==> src/rtl/aes_pkg.sv <==
// Shared AES types and constants for the round controller and its environment.
package aes_pkg;

    typedef logic [127:0] aes_block_t;

    localparam int AES_NR = 10;

    typedef enum logic [2:0] {
        IDLE,
        KEY_WAIT,
        ARK,
        SB,
        SR,
        MC,
        DONE
    } aes_ctrl_state_t;

endpackage

==> src/rtl/aes_round_ctrl.sv <==
// AES-128 round sequencer: owns the state register, fires one stage enable per cycle, fetches round keys.
// Optional abort input is compiled in when AES_ROUND_CTRL_ABORT_EN is defined.
module aes_round_ctrl
    import aes_pkg::*;
#(
    parameter int NR     = AES_NR,
    parameter int DATA_W = 128
) (
    input  logic              clk,
    input  logic              rst,
    input  logic              start,
    input  logic [DATA_W-1:0] data_in,
`ifdef AES_ROUND_CTRL_ABORT_EN
    input  logic              abort,
`endif
    output logic              busy,
    output logic              done,
    output logic [DATA_W-1:0] data_out,
    output logic              key_req,
    output logic [3:0]        key_round,
    input  logic              key_valid,
    output logic [DATA_W-1:0] state_out,
    output logic              ark_enable,
    output logic              sb_enable,
    output logic              sr_enable,
    output logic              mc_enable,
    input  logic [DATA_W-1:0] ark_out,
    input  logic [DATA_W-1:0] sb_out,
    input  logic [DATA_W-1:0] sr_out,
    input  logic [DATA_W-1:0] mc_out
);

    localparam int RW = $clog2(NR + 1);
    localparam logic [RW-1:0] LAST_ROUND = RW'(NR);

    aes_ctrl_state_t   fsm_q, fsm_d;
    logic [RW-1:0]     round_q, round_d;
    logic [DATA_W-1:0] blk_q, blk_d;
    logic [DATA_W-1:0] dout_q, dout_d;

    always_ff @(posedge clk or posedge rst) begin
        if (rst) begin
            fsm_q   <= IDLE;
            round_q <= '0;
            blk_q   <= '0;
            dout_q  <= '0;
        end else begin
            fsm_q   <= fsm_d;
            round_q <= round_d;
            blk_q   <= blk_d;
            dout_q  <= dout_d;
        end
    end

    always_comb begin
        fsm_d      = fsm_q;
        round_d    = round_q;
        blk_d      = blk_q;
        dout_d     = dout_q;
        key_req    = 1'b0;
        ark_enable = 1'b0;
        sb_enable  = 1'b0;
        sr_enable  = 1'b0;
        mc_enable  = 1'b0;
        case (fsm_q)
            IDLE: begin
                if (start) begin
                    blk_d   = data_in;
                    round_d = '0;
                    fsm_d   = KEY_WAIT;
                end
            end
            KEY_WAIT: begin
                key_req = 1'b1;
                if (key_valid) begin
                    fsm_d = ARK;
                end
            end
            ARK: begin
                ark_enable = 1'b1;
                blk_d      = ark_out;
                if (round_q == LAST_ROUND) begin
                    // Ciphertext is latched on entry to DONE so it is valid alongside the done pulse.
                    dout_d = ark_out;
                    fsm_d  = DONE;
                end else begin
                    round_d = round_q + 1'b1;
                    fsm_d   = SB;
                end
            end
            SB: begin
                sb_enable = 1'b1;
                blk_d     = sb_out;
                fsm_d     = SR;
            end
            SR: begin
                sr_enable = 1'b1;
                blk_d     = sr_out;
                fsm_d     = (round_q == LAST_ROUND) ? KEY_WAIT : MC;
            end
            MC: begin
                mc_enable = 1'b1;
                blk_d     = mc_out;
                fsm_d     = KEY_WAIT;
            end
            DONE: begin
                fsm_d = IDLE;
            end
            default: begin
                fsm_d = IDLE;
            end
        endcase
`ifdef AES_ROUND_CTRL_ABORT_EN
        // Abort overrides every transition above and leaves the last ciphertext untouched.
        if (abort && fsm_q != IDLE) begin
            fsm_d   = IDLE;
            round_d = '0;
            blk_d   = blk_q;
            dout_d  = dout_q;
        end
`endif
    end

    assign busy      = (fsm_q != IDLE);
    assign done      = (fsm_q == DONE);
    assign key_round = 4'(round_q);
    assign state_out = blk_q;
    assign data_out  = dout_q;

endmodule

==> config.mk <==
export PLATFORM = sky130hd
export DESIGN_NAME = aes_round_ctrl
export DESIGN_NICKNAME = d
export VERILOG_FILES = /design/src/rtl/aes_pkg.sv /design/src/rtl/aes_round_ctrl.sv
export SDC_FILE = /design/constraint.sdc
export NUM_CORES = 1
export LEC_CHECK = 0
export CORE_AREA = 2 2 352 354
export CTS_CLUSTER_DIAMETER = 50
export DETAILED_ROUTE_END_ITERATION = 10
export DIE_AREA = 0 0 354 356
export PLACE_DENSITY = 0.38
export SETUP_SLACK_MARGIN = 0.05
export SLEW_MARGIN = 20
export SYNTH_ARGS = -nofsm -noshare
export SYNTH_HDL_FRONTEND = slang
export SYNTH_SLANG_ARGS = --single-unit
==> constraint.sdc <==
create_clock -name clk -period 12.3 [get_ports clk]
set_input_delay 3.69 -clock clk [delete_from_list [all_inputs] [get_ports clk]]
set_output_delay 3.69 -clock clk [all_outputs]
set_load 0.1 [all_outputs]
==> run summary <==
The final layout contains 2733 nets. The die is 354 um wide. The number of global-route vias before repair came out at 16.78k. Leaving out fill and tap cells, the most frequent cell in the layout is sky130_fd_sc_hd__clkdlybuf4s50_1. The transition at the pin with the smallest max-transition slack is 1.170 ns. The number of DRC violations after detailed routing came out at 0. The global-route met2 utilization is 0.2445. Counting I/O delays and the setup requirement, the final critical path takes 7.263 ns.

The ratio of routed vias to standard cells came out at 4.096. The endpoint required time on the critical path is 8.61 ns. The clock-pin slew on the worst setup and hold paths came out at 0.06 ns. The insertion delay of the later-clocked pin in the worst-skew pair came out at 0.64 ns. The TritonCTS buffer count is 61.

The count of nets left with antenna violations once routing finished came out at 0. The share of synthesized registers carrying an async set or reset came out at 1.000. 911 I/O pins were placed. The tightest hold path in the finished design has a slack of 0.4806 ns. In this run the worst hold path is classified as flop to flop. The met1 global-route usage came out at 0.1742. The share of post-route cells with drive strength above 1 is 0.1689. The fraction of synthesized area in multiplexers came out at 0.2606.

The arrival time at the worst endpoint is 3.57 ns. The first-pass GRT wire length is 131.0 mm. The placed instance area is 0.02607 mm^2. The port buffer count is 910.

The clock tree root buffer cell is sky130_fd_sc_hd__clkbuf_16. The post-synthesis register bit count came out at 263. A synthesized cell averages 12.38 um^2. The count of endpoints failing hold in the final timing report came out at 0. The count of endpoints failing setup in the final report came out at 0. In the layout the commonest cells are 906 x sky130_fd_sc_hd__clkdlybuf4s50_1, 262 x sky130_fd_sc_hd__dfrtp_1, 257 x sky130_fd_sc_hd__mux2i_1. The filler cell count in the final layout is 13.10k.

By area, the combinational part of the netlist is dominated by multiplexers. The number of DRC markers in iteration 0 came out at 752. The number of antenna violations at the first check in global routing is 16.

The areal power density over the cells came out at 322.2 mW/mm^2. The wire length reported by the detailed router is 95.09 mm. In this run the post-CTS setup repair buffer count came out at 0. The flow ran to the end, and the final reports show no timing, DRC or antenna violations. Post-CTS repair changed the size of 0 cells. The core area came out at 0.1227 mm^2.

For this run, the leading register cell type out of synthesis is sky130_fd_sc_hd__dfrtp_1. The wire-length estimate of the detail-placed layout is 70.64 mm. The area growth from synthesis to layout is 83.59%. The H-tree depth reported by CTS is 2.

In this run the worst path has a maximum fanout of 37. The die covers 0.1260 mm^2. The share of synthesized cell area in and, or, nand and nor gates is 0.01040.

The number of instances in the synthesized netlist came out at 1244. The wire length per cell is 25.12 um. Adding up every negative setup slack in the final design gives 0 ns. The fraction of the mapped netlist area in compound gates is 0.2452. The number of nets in the synthesized netlist is 1891. For this run, global-route usage on met3 was measured as 0.03734.

Global routing finished with a remaining overflow of 0. The static leakage came out at 10.90 nW. The buffer levels on the longest clock path is 3. The area of the mapped netlist came out at 0.01540 mm^2.

For this run, the share of the core covered by cells in the final layout is 0.2305. The number of flops mapped to enable cells by yosys is 0. The kind of end point of the critical path is an output port. In the global route stage, overall resource usage came out at 0.1431. The total iterations of the first detailed-routing run is 6. Setup repair after global routing left no endpoint under its margin. The yosys synthesis warning count is 0. The number of max-cap violations came out at 0.

The top achievable clock speed is 137.7 MHz. The routability-driven placement congestion ratio is 0.9206. VDD sags by at most 152.9 uV.

The adder and majority cell fraction of the synthesized area came out at 0.002437. The critical path is of the flop to output port type. The starting density of the core is 0.1256.

The via total after detailed routing is 15.50k. The final max-slew violation count is 0. Entering global routing, the biggest net connects 120 pins. The floorplan row count came out at 129. The share of the Yosys chip area taken by registers is 0.4273. The number of different library cells in the post-synthesis netlist came out at 39. The share of the cycle needed by the critical path after routing is 0.5905.

The share of the synthesized netlist area taken by xor and xnor gates came out at 0. TritonCTS built the clock tree. The headroom to the max-slew limit is 0.2175. The clock skew is 0.02879 ns. The number of sinks handled by clock tree synthesis came out at 263. The overall power came out at 9.110 mW. The hold buffer count at cts came out at 0. The worst setup path is launched from a flop. The post-route standard cell area excluding fillers is 0.02827 mm^2.

The die is 356 um tall. met2 is the most crowded layer.
[Yosys cell counts (all sizes together), types with 3 or more instances]
library cell  count  area, um^2
o221ai          128        1121
dfrtp           263        6581
o221a           128        1441
clkbuf           66       247.7
mux2i           257        2572
inv               9       33.78
nor2              8       32.54
mux2            128        1441
nand2             5       21.27
a21oi             3       15.01
ha                3       37.54
buf              92       550.5
nor3              3       26.28
nand2b            3       18.77
o2bb2ai         128        1121
[kinds of logic after synthesis]
| group | after synthesis |
|---|---|
| multiplexers | 385 |
| AND/OR/NAND/NOR | 28 |
| AO/OA/AOI/OAI | 398 |
| adder cells (fa/ha/maj) | 3 |
| flip-flops | 263 |
| buffers and inverters | 167 |
[state kept, by name, summed over array words and instances (netlist names)]
signal,count
data_out,128
fsm_q,3
key_round,4
state_out,128
[where the power goes]
group	switching (mW)	internal (mW)	leakage, nW	total, mW
sequential	0.237	1.21	3.22	1.45
combinational	4.18	1.73	6.66	5.91
clock	0.590	1.16	1.03	1.75
total	5.01	4.10	10.9	9.11
[critical path, cell delays in order, from the launching register on]
cell                              delay [ns]
sky130_fd_sc_hd__dfrtp_4                0.74
sky130_fd_sc_hd__buf_4                  0.64
sky130_fd_sc_hd__nand2_1                0.23
sky130_fd_sc_hd__inv_1                  0.15
sky130_fd_sc_hd__clkdlybuf4s50_1        1.15
[per-stage QoR]
| step | std cells | worst slack, ns |
|---|---|---|
| after floorplan | 1244 | 1.370 |
| after global placement | 3659 | 5.597 |
| after detailed placement | 3660 | 5.632 |
| after CTS | 3774 | 4.888 |
| after global routing | 3783 | 4.812 |
| final | 3785 | 5.037 |
[cell type report]
class	instances	area, um^2	share of cell area
timing repair buffer	937	9334	0.3301
multi-input combinational	814	8058	0.2850
clock inverter	37	493.0	0.01744
inverter	9	41.29	0.001460
sequential	263	6585	0.2329
antenna	11	27.53	0.0009735
clock buffer	77	1688	0.05970
tap	1637	2048	0.07244
[layer usage]
metal / share of wire / vias up / routed length [um]
li1: - / 6825 / -
met1: 0.41 / 7910 / 39180
met2: 0.49 / 642 / 47000
met3: 0.067 / 125 / 6336
met4: 0.027 / 2 / 2557
met5: 0.00014 / - / 13
[final timing paths]
path	startpoint	end	slack, ns	cells past startpoint
setup / recovery	fsm_q[0]$_DFFE_PP0P_	key_req	5.04	4
hold / removal	state_out[88]$_DFFE_PP0P_	state_out[88]$_DFFE_PP0P_	0.48	1
setup reg to reg	fsm_q[0]$_DFFE_PP0P_	state_out[99]$_DFFE_PP0P_	8.41	6
hold reg to reg	state_out[88]$_DFFE_PP0P_	state_out[88]$_DFFE_PP0P_	0.48	1
max in group asynchronous	rst	fsm_q[0]$_DFFE_PP0P_	7.20	3
min in group asynchronous	rst	data_out[99]$_DFFE_PP0P_	3.57	2
No activity file was read; power rests on OpenSTA's default activity.
